--- src/rtl/phy_pkg.sv ---
// rtl/phy_pkg.sv - shared symbols and state encoding for the phy receive lanes
package phy_pkg;

  localparam logic [7:0] COMMA = 8'hBC;
  localparam logic [7:0] IDLE  = 8'h7C;

  localparam int BIT_CNT_W = 3;
  localparam int BC_CNT_W  = 4;

  typedef enum logic [1:0] {
    ST_SEARCH = 2'd0,
    ST_ALIGN  = 2'd1,
    ST_ACTIVE = 2'd2
  } rx_state_t;

  function automatic logic is_fill(input logic [7:0] b);
    return (b == COMMA) || (b == IDLE);
  endfunction

endpackage

--- src/rtl/phy_rx_lane.sv ---
// rtl/phy_rx_lane.sv - serial-to-parallel lane receiver with comma alignment
// Slides bit-by-bit until a COMMA, then counts aligned commas to lock and delivers data bytes.
module phy_rx_lane
  import phy_pkg::*;
#(
  parameter int BC_NEEDED = 4
) (
  input  logic       clk_8f,
  input  logic       reset_L,
  input  logic       data_in,
  output logic [7:0] data_out,
  output logic       valid_out,
  output logic       active
);

  localparam logic [BC_CNT_W:0] BC_TARGET = (BC_CNT_W+1)'(BC_NEEDED);

  rx_state_t              r_state;
  logic [7:0]             r_sr;
  logic [BIT_CNT_W-1:0]   r_bit_cnt;
  logic [BC_CNT_W-1:0]    r_bc_cnt;
  logic [7:0]             r_data_out;
  logic                   r_valid_out;
  logic                   r_active;

  rx_state_t              w_state_nxt;
  logic [7:0]             w_nxt;
  logic                   w_boundary;
  logic                   w_is_comma;
  logic [BIT_CNT_W-1:0]   w_bit_cnt_nxt;
  logic [BC_CNT_W-1:0]    w_bc_cnt_nxt;
  logic [BC_CNT_W-1:0]    w_bc_cnt_inc;
  logic [7:0]             w_data_out_nxt;
  logic                   w_valid_out_nxt;
  logic                   w_active_nxt;

  // Every decision looks at the byte including the bit sampled this edge.
  assign w_nxt        = {r_sr[6:0], data_in};
  assign w_boundary   = (r_bit_cnt == 3'd7);
  assign w_is_comma   = (w_nxt == COMMA);
  assign w_bc_cnt_inc = (r_bc_cnt == {BC_CNT_W{1'b1}}) ? r_bc_cnt : r_bc_cnt + 4'd1;

  always_ff @(posedge clk_8f) begin
    if (!reset_L) begin
      r_state     <= ST_SEARCH;
      r_sr        <= 8'h00;
      r_bit_cnt   <= '0;
      r_bc_cnt    <= '0;
      r_data_out  <= 8'h00;
      r_valid_out <= 1'b0;
      r_active    <= 1'b0;
    end else begin
      r_state     <= w_state_nxt;
      r_sr        <= w_nxt;
      r_bit_cnt   <= w_bit_cnt_nxt;
      r_bc_cnt    <= w_bc_cnt_nxt;
      r_data_out  <= w_data_out_nxt;
      r_valid_out <= w_valid_out_nxt;
      r_active    <= w_active_nxt;
    end
  end

  always_comb begin
    w_state_nxt   = r_state;
    w_bit_cnt_nxt = r_bit_cnt + 3'd1;
    w_bc_cnt_nxt  = r_bc_cnt;
    case (r_state)
      ST_SEARCH: begin
        // Bit position is meaningless while sliding; the comma defines it.
        w_bit_cnt_nxt = '0;
        if (w_is_comma) begin
          w_bc_cnt_nxt = 4'd1;
          w_state_nxt  = (BC_NEEDED == 1) ? ST_ACTIVE : ST_ALIGN;
        end
      end
      ST_ALIGN: begin
        if (w_boundary) begin
          if (w_is_comma) begin
            w_bc_cnt_nxt = w_bc_cnt_inc;
            if (({1'b0, r_bc_cnt} + 5'd1) == BC_TARGET) begin
              w_state_nxt = ST_ACTIVE;
            end
          end else begin
            w_bc_cnt_nxt = '0;
            w_state_nxt  = ST_SEARCH;
          end
        end
      end
      ST_ACTIVE: begin
        w_state_nxt = ST_ACTIVE;
      end
      default: begin
        w_state_nxt = ST_SEARCH;
      end
    endcase
  end

  always_comb begin
    w_data_out_nxt  = r_data_out;
    w_valid_out_nxt = 1'b0;
    w_active_nxt    = r_active;
    if (w_state_nxt == ST_ACTIVE) begin
      w_active_nxt = 1'b1;
    end
    // Fill symbols are swallowed so data_out keeps the last real byte.
    if ((r_state == ST_ACTIVE) && w_boundary && !is_fill(w_nxt)) begin
      w_data_out_nxt  = w_nxt;
      w_valid_out_nxt = 1'b1;
    end
  end

  assign data_out  = r_data_out;
  assign valid_out = r_valid_out;
  assign active    = r_active;

endmodule

--- config.mk ---
export PLATFORM = sky130hd
export DESIGN_NAME = phy_rx_lane
export DESIGN_NICKNAME = d
export VERILOG_FILES = /design/src/rtl/phy_pkg.sv /design/src/rtl/phy_rx_lane.sv
export SDC_FILE = /design/constraint.sdc
export NUM_CORES = 1
export LEC_CHECK = 0
export CAP_MARGIN = 40
export CORE_MARGIN = 10
export CORE_UTILIZATION = 41
export CTS_CLUSTER_SIZE = 8
export DETAILED_ROUTE_END_ITERATION = 16
export SYNTH_ARGS = -nofsm -noshare
export SYNTH_HDL_FRONTEND = slang
export SYNTH_SLANG_ARGS = --single-unit
--- constraint.sdc ---
create_clock -name clk_8f -period 2.87 [get_ports clk_8f]
set_clock_uncertainty 0.1 [all_clocks]
set_input_delay 0.574 -clock clk_8f [delete_from_list [all_inputs] [get_ports clk_8f]]
set_output_delay 0.574 -clock clk_8f [all_outputs]
set_load 0.05 [all_outputs]
After elaboration in Yosys (flattened, before gate mapping)
Index checks and enable logic that the tools add are counted.
- word-level logic and storage cells: 41
- input port bits: 3
- bits in registers: 26
- output and inout port bits: 10
- bitwise gates (word level): 1
- mux-type cells: 11
- $add $sub $neg: 3
- reduce and logical (&&, ||, !) cells: 8
- eq/ne operators: 11
- operator list (kind ; number):
    $mux 4 ; 4
    $eq 8x7->1 const B ; 1
    $eq 8x8->1 const B ; 1
    $mux 2 ; 4
    $pmux 4 s2 ; 1
    $pmux 2 s3 ; 1
    $add 4x1->5 const B ; 1
    $eq 5x3->1 const B ; 1
    $add 4x1->4 const B ; 1
    $eq 2x2->1 const B ; 2
    $eq 4x4->1 const B ; 1
    $ne 2x2->1 const B ; 2
    $reduce_and 4->1 ; 1
    $add 3x1->3 const B ; 1
    $eq 3x3->1 const B ; 1
    $ne 3x3->1 const B ; 1
    $eq 2x1->1 const B ; 1
    $logic_and 1x1->1 ; 2
    $logic_not 2->1 ; 1
    $reduce_bool 2->1 ; 1
    $reduce_or 2->1 ; 1
    $logic_not 1->1 ; 1
    $logic_or 1x1->1 ; 1
    $mux 1 ; 1
    $not 1->1 ; 1

Longest topological paths before layout
Gate-level depths: netlist of run 1.
- depth in word-level cells: 7
- gate-level depth with buffers: 7
- depth with buffers taken out: 6

Least setup slack after synthesis of run 1
OpenSTA, ideal clock, no wires.
- path type: in2reg
- start: input port data_in
- end: register r_data_out[7], in the netlist data_out[7]
- required time: 2655 ps
- path buffers: 1
- stages: 5
- slack: 1263 ps
- setup time: 115 ps
- data arrival time: 1392 ps
- cells stage by stage: and4bb_4 > a311o_4 > buf_6 > nand3_2 > o21ai_2
- cells in the longest elaborated chain, start to end: 4
- elaborated cells between the ends (all ways): 5
- those cells by class: eq/ne: 2; reduce/logical: 3
- ends and longest elaborated chain (element ; line ; source):
    start, declared ; phy_rx_lane.sv:10 ; input logic data_in,
    $eq 8x8->1 / $eq 8x7->1 (equally long branches) ; phy_pkg.sv:17 ; return (b == COMMA) || (b == IDLE);
    $logic_or 1x1->1 * ; phy_pkg.sv:17 ;
    $logic_not 1->1 * ; phy_rx_lane.sv:106 ; if ((r_state == ST_ACTIVE) && w_boundary && !is_fill(w_nxt)) begin
    $logic_and 1x1->1 * ; phy_rx_lane.sv:106 ;
    end signal, assigned ; phy_rx_lane.sv:57 ; r_data_out <= w_data_out_nxt;
    end, declared ; phy_rx_lane.sv:22 ; logic [7:0] r_data_out;
Every way passes the cells marked *; elsewhere a longest branch is shown, timed or not.
A chain may end at the register's enable or synchronous reset.

Worst setup path in the final report of run 1
- start: register r_data_out[7], in the netlist data_out[7]
- end: output port data_out[7]
- RTL lines (element ; line ; source):
    end, declared ; phy_rx_lane.sv:11 ; output logic [7:0] data_out,
No word-level cell between the ends.

==> metrics.md, run 1 <==
| Metric | Value |
|---|---|
| Status | `finished clean` |
| Post-synth top area share | `a little under half` |
| DRC | `0` |
| Final ANT Viol Nets | `0` |
| Fill cells | `~240` |
| First-pass GRT wire length | `3690 um` |
| Worst-Margin Slew | `roughly 500 ps` |
| Final Wtd Congestion | `0.779` |
| Crit path max-delay family | `buffers and inverters` |
| Sequential element share of the synthesized area | `47.8%` |
| I/O pin total | `13` |
| Vias in the first global route | `842` |
| Hold depth | `1` |
| Final Util | `between 50% and 60%` |
| Postcts setup bufs | `0` |
| Clock buffer count from CTS | `3` |
| Overflow after GRT | `0` |
| Final setup TNS | `0 ps` |
| CP Max Fanout | `2` |
| Critical Path Sink Type | `primary output` |
| Endpoint, Worst Hold | `r_bit_cnt[0]` |
| Max Freq | `around 0.46 GHz` |
| Cts hold-fix bufs | `0` |
| #FFs+latches synth | `26` |
| Slowest CP cell | `clkdlybuf4s50_1` |
| Synth area leader | `dfxtp_1` |
| Root Driver | `clkbuf_4` |
| Post-synthesis net count | `approximately 120` |
| DRC marker count from the first detailed-route iteration | `slightly above 80` |
| Total Wirelength | `between 2000 and 2500 um` |
| Clock transition at the registers of the reported paths | `roughly 140 ps` |
| Port bufs | `12` |
| Antenna cells | `0` |
| Initial antenna violation count | `0` |
| Crit Reg-Reg Startpoint | `r_bit_cnt[0]` |
| Final Net Count | `roughly 130` |
| Netlist Area Pre-Place | `roughly 1100 um^2` |
| H-tree depth | `1` |
| Power Total | `approximately 0.63 mW` |
| Clk sinks | `26` |
| Wirelength per Cell | `between 10 and 15 um` |
| Worst Setup Start Kind | `flip-flop` |
| Core Area | `2500 um^2` |
| Tmin final | `2160 ps` |
| Worst-Skew Late Latency | `~320 ps` |
| Area Overhead vs Synth | `18.3%` |
| Layout Cells excl Fill | `between 150 and 200` |
| Initial core utilization | `a little over two fifths` |
| CTS Buffer Depth | `2` |
| Final Hold Vio Count | `0` |
| Synth cell types | `35` |
| Peak VDD IR | `~0.00051 V` |
| Layout cells sized above 1 | `~16%` |
| Critical R2R Capture | `r_state[1]` |
| DP Cell Count | `around 150` |
| Finished Cell Area | `about 1300 um^2` |
| Overall die width | `between 70 and 80 um` |
| Largest net degree at the start of global routing | `24` |
| CTS tree | `yes` |
| Area of the die | `between 5000 and 6000 um^2` |
| Max-slew headroom | `~66%` |
| Pwr dens | `486 nW/um^2` |
| Final period util | `between 70% and 80%` |
| Pins Over Slew Limit | `0` |
| RSZ-0062 raised after global routing | `no` |
| Final setup violating endpoints | `0` |
| Syn avg cell area | `9.72 um^2` |
| Total GRT Usage | `between 8 and 9%` |
| Cell count after synthesis | `112` |
| Critical path arrival | `between 1000 and 1500 ps` |
| Min-delay worst type | `flip-flop to flip-flop` |
| Internal reg-to-reg setup slack | `~1000 ps` |
| Num rows | `18` |
| Resized Gates After CTS | `0` |
| Die Height | `~72 um` |
| Cell depth of the worst setup path | `1` |
| Max Cap Viol | `0` |
| Crit path kind | `flip-flop to primary output` |
| Cell depth of the worst flop-to-flop path | `6` |
| HP Start | `r_bit_cnt[0]` |
| YS warnings | `0` |
| Area after DPL | `between 1000 and 1500 um^2` |
| Crit path cell chain | `clkdlybuf4s50_1` |
| Max incr delay on CP | `about 800 ps` |
| Worst Path Buf+Inv | `1` |
| HPWL after DPL | `about 1500 um` |
| Critical Path RT | `roughly 2200 ps` |
| 1st-pass router iterations | `6` |
| Synth top area cells | `dfxtp_1 48%, nand3_1 6.4%, o21ai_2 6.4%` |
| Via density | `about 5.4` |
| Vias | `roughly 840` |
| P_leak | `roughly 0.55 nW` |
## final cells by class
type                    instances  area [um^2]  share of cell area, %
clock buffers                   3         22.5                   1.75
clock inverters                 1         30.0                   2.33
inverters                      11         41.3                   3.21
multi-input cells              72          508                   39.5
flip-flops and latches         26          520                   40.4
well taps                      30         37.5                   2.92
repair buffers                 13          128                   9.91
## sequential cells by signal (all words and copies together) (netlist names)
register / cells
active: 1
r_bit_cnt: 3
data_out: 8
r_state: 2
r_bc_cnt: 4
r_sr: 7
valid_out: 1
## worst max-delay path by stage
stage	startpoint	end	slack, ps
2_1_floorplan	data_in	data_out[7]	1260
3_3_place_gp	data_in	data_out[3]	770
3_5_place_dp	data_in	r_state[1]	750
4_1_cts	data_out[7]	data_out[7]	690
5_1_grt	data_out[1]	data_out[1]	630
6_report	data_out[7]	data_out[7]	710
## metrics by stage
| stage | setup slack, ps | hold slack, ps |
|---|---|---|
| 2_1_floorplan | 1260 | 308 |
| 3_3_place_gp | 770 | 325 |
| 3_5_place_dp | 754 | 330 |
| 4_1_cts | 686 | 350 |
| 5_1_grt | 629 | 376 |
| 6_report | 708 | 346 |
## where the power goes
part | total [mW] | switching, mW | internal, mW
sequential | 0.364 | 0.00121 | 0.363
combinational | 0.0130 | 0.00817 | 0.00479
clock | 0.249 | 0.107 | 0.141
total | 0.626 | 0.117 | 0.509
## cell usage in the layout (no fill, tap or decap), drive strengths merged, types with 2 or more instances in the layout
cell type | netlist | layout
dfxtp | 26 | 26
nand3 | 15 | 15
clkdlybuf4s50 | 0 | 12
inv | 11 | 11
nand2 | 11 | 11
o21ai | 10 | 10
and3 | 4 | 4
and2 | 3 | 3
ha | 3 | 3
clkbuf | 2 | 3
o211ai | 2 | 2
nor2 | 2 | 2
nand4 | 2 | 2
nor3 | 2 | 2
a21oi | 2 | 2
nor2b | 2 | 2
o41ai | 2 | 2
nand2b | 2 | 2
## synth_stat cells
cell type,count
a211o_1,1
a21oi_1,2
a221oi_1,1
a22o_1,1
a311o_4,1
and2_1,3
and3_1,4
and4b_1,1
and4bb_4,1
buf_6,1
clkbuf_1,2
dfxtp_1,26
ha_1,3
inv_1,11
nand2_1,10
nand2_4,1
nand2b_1,1
nand2b_4,1
nand3_1,14
nand3_2,1
nand3b_1,1
nand4_1,2
nor2_1,2
nor2b_1,1
nor2b_2,1
nor3_1,2
o211ai_1,2
o21a_1,1
o21ai_0,1
o21ai_1,1
o21ai_2,8
o22ai_1,1
o41ai_1,1
o41ai_2,1
xor2_1,1
## kinds of logic after synthesis
kind of cell / synth area share, %
buf+inv: 5.52
compound gates: 17.5
xor+xnor: 0.805
flops: 47.8
simple gates: 24.9
fa+ha+maj: 3.45
## layer usage
metal,GRT usage (%),wire (um)
met1,9.10,864
met2,15.0,1010
met3,4.55,145
met4,1.29,13
met5,0,0
Note: power is estimated with default switching activity, not from simulation.
==> run 2: changes to the inputs <==
clock period = 1.9 ns   (was 2.87 ns; I/O delays follow)
==> run 2 against run 1 <==
- setup slack got worse by 540 ps
- register-to-register slack got worse by 870 ps
- hold slack improved by 4.5 ps
- final area decreased by 2.0%
- global-route usage decreased by 0.42 points
- count of clock-buffer cells in the layout increased by 1
- non-clock buffer count increased by 2
==> metrics.md, run 2 (synthesis gave the netlist of run 1 again) <==
| Metric | Value |
|---|---|
| Status | `finished clean` |
| Power Total | `0.838 mW (+34%)` |
| CP Max Fanout | `5 (+3)` |
| Worst-Skew Late Latency | `310 ps (about the same)` |
| H-tree depth | `1 (unchanged)` |
| Via density | `5.32 (-0.67%)` |
| Max Cap Viol | `0 (unchanged)` |
| Min-delay worst type | `flip-flop to flip-flop` |
| Vias | `840 (+0.60%)` |
| Finished Cell Area | `1260 um^2 (-2.0%)` |
| Pwr dens | `665 nW/um^2 (+37%)` |
| Register area | `520 um^2 (unchanged)` |
| CTS tree | `yes` |
| Initial core utilization | `43.5% (unchanged)` |
| DP Worst Slack | `-40.8 ps (-794 ps)` |
| CTS Buffer Depth | `2 (unchanged)` |
| Reg power frac | `65.6% (+7.4 points)` |
| Final setup violating endpoints | `0 (unchanged)` |
| Die Height | `71.5 um (unchanged)` |
| Core Area | `2500 um^2 (unchanged)` |
| Most frequent cells in the layout | `26 x dfxtp_1, 14 x nand3_1, 13 x buf_4` |
| Num rows | `18 (unchanged)` |
| Area of the die | `5120 um^2 (unchanged)` |
| Area taken by multi-input logic gates | `508 um^2 (unchanged)` |
| Largest net degree at the start of global routing | `23 (-4.2%)` |
| Critical Path Sink Type | `flip-flop` |
| Port bufs | `12 (unchanged)` |
| Part of the power in the clock network | `32.0% (-7.7 points)` |
| 1st-pass router iterations | `4 (-2)` |
| DRC marker count from the first detailed-route iteration | `79 (-4.8%)` |
| Final Hold Vio Count | `0 (unchanged)` |
| Layout cells sized above 1 | `25.0% (+9.1 points)` |
| Commonest non-fill, non-tap cell in the layout | `dfxtp_1` |
| Initial antenna violation count | `0 (unchanged)` |
| Clock buffer count from CTS | `3 (unchanged)` |
| Setup WS post-layout | `170 ps (-538 ps)` |
| Area after DPL | `1220 um^2 (-0.81%)` |
| Final Net Count | `135 (+1.5%)` |
| DRC | `0 (unchanged)` |
| Psw | `0.166 mW (+42%)` |
| Pint | `0.673 mW (+32%)` |
| Crit path kind | `flip-flop to flip-flop` |
| RSZ-0062 raised after global routing | `no` |
| Critical Path RT | `2020 ps (-180 ps)` |
| Final Wtd Congestion | `0.742 (-4.7%)` |
| Fill cells | `251 (+3.7%)` |
| Worst-Margin Slew | `288 ps (-216 ps)` |
| Clk sinks | `26 (unchanged)` |
| Final Util | `50.5% (-1.1 points)` |
| Sw Share | `19.8% (+1.1 points)` |
| Max Freq | `~0.58 GHz` |
| Final ANT Viol Nets | `0 (unchanged)` |
| Pins Over Slew Limit | `0 (unchanged)` |
| HPWL after DPL | `1600 um (+3.6%)` |
| Total GRT Usage | `8.18% (-0.42 points)` |
| I/O pin total | `13 (unchanged)` |
| WHS | `351 ps (+4.53 ps)` |
| Root Driver | `clkbuf_4` |
| Resized Gates After CTS | `0 (unchanged)` |
| Vias in the first global route | `837 (-0.59%)` |
| Tmin final | `between 1500 and 2000 ps` |
| Antenna cells | `0 (unchanged)` |
| Clock transition at the registers of the reported paths | `130 ps (about the same)` |
| Max reg flops | `8 (unchanged)` |
| Overflow after GRT | `0 (unchanged)` |
| Peak VDD IR | `0.000436 V (-14%)` |
| Combinational share of power | `2.4% (+0.3 points)` |
| Area Overhead vs Synth | `15.9%` |
| Cts hold-fix bufs | `0 (unchanged)` |
| Max-slew headroom | `80.7% (+14 points)` |
| Critical path arrival | `1850 ps (+360 ps)` |
| P_leak | `0.570 nW (+4.0%)` |
| Worst Setup Start Kind | `flip-flop` |
| Postcts setup bufs | `0 (unchanged)` |
| Wirelength per Cell | `13.0 um (+0.19%)` |
| Final period util | `91.1%` |
| Total Wirelength | `2060 um (+1.5%)` |
| First-pass GRT wire length | `3580 um (-3.0%)` |
| Overall die width | `71.5 um (unchanged)` |
## run 2: changes by cell type in the layout (fill, tap and decap cells not counted), sizes merged
cell / delta
bufinv: -1
clkdlybuf4s50: -10
clkbuf: +1
buf: +12
## run 2: critical path: stages, from the launching register on
cell	delay [ps]
dfxtp_1	360
ha_1	150
ha_1	210
nor2b_2	260
nand2_1	110
buf_4	170
o41ai_1	280
## run 2: metrics by stage
step / TNS [ps] / cells
after floorplan: 0 / 112
after global placement: -5.52 / 154
after detailed placement: -240 / 154
after CTS: 0 / 158
after global routing: 0 / 158
final: 0 / 158
## run 2: layout make-up
type	instances	area share (%)
repair buffers	15	9.33
inverters	11	3.27
well taps	30	2.98
multi-input cells	72	40.3
flip-flops and latches	26	41.3
clock buffers	4	2.88
## run 2: power groups by stage
stage / sequential (mW) / clock [mW] / combinational (mW)
after floorplan: 0.562 / 0 / 0.0109
after global placement: 0.563 / 0 / 0.0200
after detailed placement: 0.562 / 0 / 0.0203
after CTS: 0.550 / 0.279 / 0.0204
after global routing: 0.551 / 0.297 / 0.0226
final: 0.550 / 0.268 / 0.0202
## run 2: path summary, 6_finish.rpt
path	startpoint	endpoint	slack, ps	cells past startpoint
worst max-delay path	r_bit_cnt[0]	r_bc_cnt[3]	170	6
worst min-delay path	r_bit_cnt[0]	r_bit_cnt[0]	350	1
worst min register to register	r_bit_cnt[0]	r_bit_cnt[0]	350	1
worst max register to register	r_bit_cnt[0]	r_bc_cnt[3]	170	6
## run 2: per-layer routing
layer / share of wire (%) / global-route usage [%]
met1: 47 / 9.50
met2: 49 / 14.6
met3: 2.7 / 1.93
met4: 1.0 / 1.94
met5: 0 / 0
